File: config.mk
export PLATFORM = sky130hd
export DESIGN_NAME = proc_control_unit
export DESIGN_NICKNAME = d
export VERILOG_FILES = /design/src/rtl/proc_pkg.sv /design/src/rtl/dec2to4.sv /design/src/rtl/proc_control_unit.sv
export SDC_FILE = /design/constraint.sdc
export NUM_CORES = 1
export LEC_CHECK = 0
export ABC_AREA = 1
export CAP_MARGIN = 20
export CORE_UTILIZATION = 41
export CTS_CLUSTER_SIZE = 25
export DETAILED_ROUTE_END_ITERATION = 7
export GPL_TIMING_DRIVEN = 0
export PLACE_DENSITY = 0.76
export RECOVER_POWER = 50
export SYNTH_ARGS = -nofsm -noshare
export SYNTH_HDL_FRONTEND = slang
export SYNTH_SLANG_ARGS = --single-unit
File: constraint.sdc
create_clock -name Clock -period 1.8 [get_ports Clock]
set_clock_uncertainty 0.15 [all_clocks]
set_input_delay 0.36 -clock Clock [delete_from_list [all_inputs] [get_ports Clock]]
set_output_delay 0.36 -clock Clock [all_outputs]
set_load 0.01 [all_outputs]
File: src/rtl/proc_pkg.sv
// rtl/proc_pkg.sv - shared constants and types for the processor control unit
//
// Purpose: opcode constants, FSM state encoding and datapath widths shared by
//          the control unit and anything that decodes its instruction word.
// Ports:   none (package).
package proc_pkg;

    localparam int DATA_W = 4;
    localparam int IW     = 6;

    // Instruction word layout: {op[1:0], X[1:0], Y[1:0]}
    localparam logic [1:0] OP_MV  = 2'b00;
    localparam logic [1:0] OP_MVI = 2'b01;
    localparam logic [1:0] OP_ADD = 2'b10;
    localparam logic [1:0] OP_SUB = 2'b11;

    typedef enum logic [1:0] {
        S_IDLE = 2'b00,
        S_T1   = 2'b01,
        S_T2   = 2'b10,
        S_T3   = 2'b11
    } state_t;

endpackage

File: src/rtl/dec2to4.sv
// rtl/dec2to4.sv - 2-bit index to 4-bit one-hot decoder
//
// Purpose: turns a register index into a one-hot register select.
// Ports:   sel    - 2-bit register index
//          onehot - 4-bit one-hot select, bit sel set
module dec2to4 (
    input  logic [1:0] sel,
    output logic [3:0] onehot
);

    always_comb begin
        onehot      = 4'b0000;
        onehot[sel] = 1'b1;
    end

endmodule

File: src/rtl/proc_control_unit.sv
// rtl/proc_control_unit.sv - instruction sequencing FSM for the 4-bit datapath
//
// Purpose: latches an instruction on Run (in IDLE) and steps a Moore FSM that
//          drives register-file, accumulator and bus-source controls.
// Ports:   Clock  - system clock, rising edge
//          Reset  - asynchronous active-high reset to IDLE, IR cleared
//          Run    - start request, sampled only in IDLE
//          Instr  - instruction word {op, X, Y}, captured on accepted Run
//          Rin    - one-hot register load enables R0..R3
//          Rout   - one-hot register bus-drive enables R0..R3
//          Ain    - A register load enable
//          Gin    - G register load enable
//          Gout   - drive G onto the bus
//          Extern - drive external data onto the bus
//          AddSub - adder mode, 0 = add, 1 = subtract
//          Done   - one-cycle pulse in the final cycle of an instruction
//          Busy   - high in every state other than IDLE
module proc_control_unit #(
    parameter int NREG = 4,
    parameter int IW   = 6
) (
    input  logic            Clock,
    input  logic            Reset,
    input  logic            Run,
    input  logic [IW-1:0]   Instr,
    output logic [NREG-1:0] Rin,
    output logic [NREG-1:0] Rout,
    output logic            Ain,
    output logic            Gin,
    output logic            Gout,
    output logic            Extern,
    output logic            AddSub,
    output logic            Done,
    output logic            Busy
);

    import proc_pkg::state_t;
    import proc_pkg::S_IDLE;
    import proc_pkg::S_T1;
    import proc_pkg::S_T2;
    import proc_pkg::S_T3;
    import proc_pkg::OP_MV;
    import proc_pkg::OP_MVI;

    state_t          state;
    state_t          state_nxt;
    logic [IW-1:0]   ir;

    logic [1:0]      op;
    logic [1:0]      rx;
    logic [1:0]      ry;
    logic [NREG-1:0] x_hot;
    logic [NREG-1:0] y_hot;

    assign op = ir[5:4];
    assign rx = ir[3:2];
    assign ry = ir[1:0];

    dec2to4 u_dec_x (
        .sel    (rx),
        .onehot (x_hot)
    );

    dec2to4 u_dec_y (
        .sel    (ry),
        .onehot (y_hot)
    );

    // State and IR share one register block so reset clears both together.
    always_ff @(posedge Clock or posedge Reset) begin
        if (Reset) begin
            state <= S_IDLE;
            ir    <= '0;
        end else begin
            state <= state_nxt;
            if (state == S_IDLE && Run) begin
                ir <= Instr;
            end
        end
    end

    always_comb begin
        state_nxt = state;
        case (state)
            S_IDLE: if (Run) state_nxt = S_T1;
            // op[1] set means add/sub, which need the two extra steps
            S_T1:   state_nxt = op[1] ? S_T2 : S_IDLE;
            S_T2:   state_nxt = S_T3;
            S_T3:   state_nxt = S_IDLE;
            default: state_nxt = S_IDLE;
        endcase
    end

    // Moore decode: state and IR only. Exactly one bus source per state.
    always_comb begin
        Rin    = '0;
        Rout   = '0;
        Ain    = 1'b0;
        Gin    = 1'b0;
        Gout   = 1'b0;
        Extern = 1'b0;
        AddSub = 1'b0;
        Done   = 1'b0;
        Busy   = (state != S_IDLE);
        case (state)
            S_T1: begin
                if (op == OP_MV) begin
                    Rout = y_hot;
                    Rin  = x_hot;
                    Done = 1'b1;
                end else if (op == OP_MVI) begin
                    Extern = 1'b1;
                    Rin    = x_hot;
                    Done   = 1'b1;
                end else begin
                    Rout = x_hot;
                    Ain  = 1'b1;
                end
            end
            S_T2: begin
                Rout   = y_hot;
                Gin    = 1'b1;
                AddSub = op[0];
            end
            S_T3: begin
                Gout = 1'b1;
                Rin  = x_hot;
                Done = 1'b1;
            end
            default: ;
        endcase
    end

endmodule

# Word level (Yosys, flattened, before mapping)
# Cells that the tools add are included.
[totals]
register_bits = 8
input_bits = 9
output_inout_bits = 15
[op_classes]
order_cmp = 4
n_eq_ne = 5
mux = 24
n_reduce_logical = 6
[ops]
columns = ["cell", "n"]
rows = [
  ["two-way mux 4 bit", 4],
  ["case mux 4 bit (2 select lines)", 2],
  ["two-way mux 1 bit", 12],
  ["case mux 2 bit (4 select lines)", 1],
  ["less-than comparator 2 x 3 -> 1 bit (second input constant)", 2],
  ["demux 1 bit (select 2 bit)", 2],
  ["== test 2 x 1 -> 1 bit (second input constant)", 2],
  ["== test 2 bit (second input constant)", 2],
  ["greater-or-equal comparator 2 x 1 -> 1 bit (second input constant)", 2],
  ["logical NOT 2 bit", 2],
  ["two-way mux 2 bit", 2],
  ["logical AND 1 bit", 3],
  ["inequality test 2 bit (second input constant)", 1],
  ["case mux 1 bit (2 select lines)", 1],
  ["nonzero test 2 bit", 1],
]

# Longest topological paths before layout
[depth]
depth_word = 7
mapped_depth = 9
mapped_depth_nobuf = 8

# By module
# From an unflattened synthesis, not the netlist that was laid out.
[unflattened]
cells_unflattened = 97
hier_area_um2 = 626.9
[by_module_without_submodules]
columns = ["module", "instances", "cells_each", "area_per_inst_um2"]
rows = [
  ["proc_control_unit", 1, 83, 574.3],
  ["dec2to4", 2, 7, 26.3],
]

# Worst setup path after synthesis
# OpenSTA, ideal clock, no wires.
[synth_timing]
path_kind = "register to output"
from = "register with a tool-made name"
to = "output port Rout[0]"
arrival_time_ps = 1233
slack_ps = 57
path_stages_with_launch = 10
path_buffers = 1
cell_sequence = "dfrtp_1 -> inv_1 -> ha_1 -> buf_4 -> nand2_4 -> inv_2 -> nand2_1 -> nand2_1 -> inv_1 -> a21oi_1"
[synth_rtl]
columns = ["element", "line_no", "source"]
rows = [
  ["to (decl)", "proc_control_unit.sv:27", "output logic [NREG-1:0] Rout,"],
]

==> impl_summary.txt <==
----------------------------------------------------
[Hold path]
  Class of the tightest hold or removal check ... in2async

[Clocking]
  Post-CTS Hold Fix Bufs ... 0
  Clock transition at the registers of the reported paths ... 0.05 ns
  CTS H-Tree Depth ... 1
  Source-to-sink clock delay at the later pin of the worst-skew pair ... 0.25 ns
  Number of buffers on the longest clock path ... 2
  Root buffer selected by CTS ... clkbuf_4
  Clk sinks ... 8
  Clock tree from TritonCTS ... done
  TritonCTS buffer count ... 3

[Synthesis]
  Count of distinct cell types in the synthesized netlist ... 20
  Warning count from the yosys run ... 0
  Cells taking the most area after synthesis ... dfrtp_1, ha_1, inv_1
  Count of mapped cells out of synthesis ... 82
  Cell type contributing the most total cell area after synthesis ... dfrtp_1
  Syn Area/Cell ... around 7.3 um^2
  Proportion of netlist area held by the largest area contributor ... between 30 and 40%
  Post-synthesis instance area ... around 600 um^2
  Share of synthesized area occupied by flip-flops and latches ... 33.5%
  FF+latch count, synth ... 8
  Post-Syn Nets ... 96

[Placed design]
  HPWL Detailed ... roughly 1.0 mm
  Placer Congestion ... slightly above 0.8
  Total placed cells including tap cells ... 120
  IO buf count ... 23

[Layout]
  FF/Latch Area ... slightly above 200 um^2
  Layout net count ... 130
  Multi-input combinational cell area ... 387 um^2
  Fill cell total of the finished layout ... 108
  Fraction of layout instances using a drive strength above 1 ... 40.4%
  Relative area change from synthesis to final layout ... 58.7%
  Post-layout util ... 71.0%
  Post-route non-filler standard cell count ... approximately 130
  Number of antenna repair diodes ... 0

[Worst setup path]
  Setup slack of the most critical reg-to-reg path ... 0.23 ns
  Required time worst endpoint ... approximately 1.3 ns
  Endpoint kind of the worst setup timing path ... output pin
  WS Path Type ... reg2out
  Startpoint type of the worst setup path ... register
  Cell count of the worst reg-to-reg path ... 8
  Maximum fanout along the worst path ... 3
  Critical path data arrival time ... 1.50 ns

[Die]
  Core footprint ... 0.00133 mm^2
  Height of the die ... around 40 um
  Std-Cell Rows ... 13
  Die width ... 40.2 um
  Initial cell density of the core ... 44.7%
  Number of top-level design ports ... 24
  Die Area ... approximately 0.0016 mm^2

[Pwr]
  Maximum vdd ir drop ... around 770 uV
  Gate power share ... 64.6%
  Relative contribution of the clock network to total power ... 8.7%
  Power dissipated by switching net loads ... 0.721 mW
  Seq pwr share ... 26.7%
  Leakage power ... 0.501 nW
  Internal power summed over all cells ... 0.777 mW
  Net switching fraction of the power ... 48.1%
  Pwr dens ... 1580 mW/mm^2

[Timing]
  Fin. Hold Viols ... 0
  Period utilization ... 112%
  Headroom to the max-slew limit ... 79.7%
  Count of final max-slew check failures ... 0
  Unrepaired setup endpoints after global routing ... true
  Slew @ Worst Pin ... 0.305 ns
  Worst Slack Setup Final ... -0.213 ns
  Shortest period the worst path allows ... 2.01 ns
  Timing-limited maximum frequency ... between 400 and 500 MHz
  Final-report setup violation count ... 10

[Route]
  Via count of the routed design ... 636
  Number of design rule violations left after detail routing ... 0
  Initial DRT Pass Iterations ... 4
  Antenna viol nets, final ... 0
  Detailed-route vias per instance ... ~4.9
  Initial drt markers ... 4
  Final routed wire length divided by cell count ... 12.5 um
  Aggregate routed wire length ... 1.61 mm

[Status]
  Failing checks ... negative setup slack
  Outcome ... finished with violations

[Global route]
  First-pass GRT wire length ... 2.30 mm
  Pin count of the biggest net entering global routing ... 11
  Global router's overall resource usage ... 22.0%
  Overflow after GRT ... 0
  Antenna violations before repair ... 0
  Number of global-route vias before repair ... approximately 540

[Flow run]
  Max-cap check violation count ... 0

----------------------------------------------------
[power by group through the flow]
stage	sequential [mW]	clock [mW]	combinational, mW
global route	0.414	0.143	1.06
global placement	0.374	0	0.807
CTS	0.389	0.138	0.908
finish	0.400	0.131	0.968
detailed placement	0.378	0	0.824
floorplan	0.354	0	0.514
[cells in the mapped netlist]
master   number
o21a_1        1
a21oi_1       7
nand3_1       6
ha_1          5
and3_1        1
inv_2         1
or2_1         1
buf_4         1
nand4_1       3
nand2_1      12
nor2_2        1
mux2_2        1
a21oi_4       1
inv_1        15
dfrtp_1       8
o21ai_0       3
nand2_4       1
nor3_1        3
buf_2         1
nor2_1       10
[cell usage in the layout, fill, tap and decap left out, types with 7 or more instances in the layout]
cell type / Yosys / layout
inv_1: 15 / 11
buf_2: 1 / 10
nor2_1: 10 / 10
nand2_1: 12 / 8
a21oi_1: 7 / 7
buf_6: 0 / 7
dfrtp_1: 8 / 7
clkdlybuf4s50_1: 0 / 7
[worst max-delay path, cell delays in order, from the launching register on]
cell and delay, ns:
dfrtp_1 0.38, inv_2 0.07, buf_4 0.14, ha_1 0.34, inv_1 0.07, a21oi_1 0.12, buf_2 0.14
[layer usage]
metal | global-route usage (%) | up-vias | wire length, um
li1 | - | 326 | -
met1 | 28.6 | 297 | 762
met2 | 36.7 | 11 | 799
met3 | 1.67 | 2 | 44
met4 | 10.3 | 0 | 6
met5 | 0 | - | 0
[layout make-up]
cell class	count	area share, %
Multi-Input combinational cell	56	40.8
Sequential cell	8	21.3
Buffer	2	1.72
Timing Repair Buffer	29	25.2
Inverter	16	6.61
Clock buffer	3	2.38
Tap cell	15	1.98
[worst max-delay path by stage]
stage,end,slack (ns),cells past startpoint
floorplan,Rout[0],0.06,9
global placement,Rout[3],-0.44,7
detailed placement,Rout[3],-0.44,7
CTS,Rout[0],-0.19,10
global route,Rout[0],-0.28,6
finish,Rout[0],-0.21,6
[logic make-up after synthesis]
group / count (synthesis) / share of synthesized area [%]
and+or+nand+nor: 38 / 29.6
buffers and inverters: 18 / 12.2
AOI/OAI and AO/OA: 12 / 12.4
DFF: 8 / 33.5
adders and majority gates: 5 / 10.5
muxes: 1 / 1.89
[timing repair]
| action | CTS | global route |
|---|---|---|
| pin swaps | 8 | 4 |
| endpoints found under the setup margin | 15 | 14 |
| gates cloned | 1 | 0 |
| gates resized for setup | 72 | 11 |
| buffers inserted | 4 | 2 |
[per-stage QoR]
step                hold slack [ns]  worst slack (ns)  total power, mW  area [um^2]  setup TNS, ns
finish                        0.347            -0.213             1.50          947          -1.24
global route                  0.372            -0.277             1.62          947          -1.86
CTS                           0.210            -0.187             1.43          926          -1.10
detailed placement            0.418            -0.445             1.20          846          -3.87
global placement              0.389            -0.437             1.18          846          -3.58
floorplan                    0.0257            0.0569            0.868          597              0
Note: power is estimated with default switching activity, not from simulation.
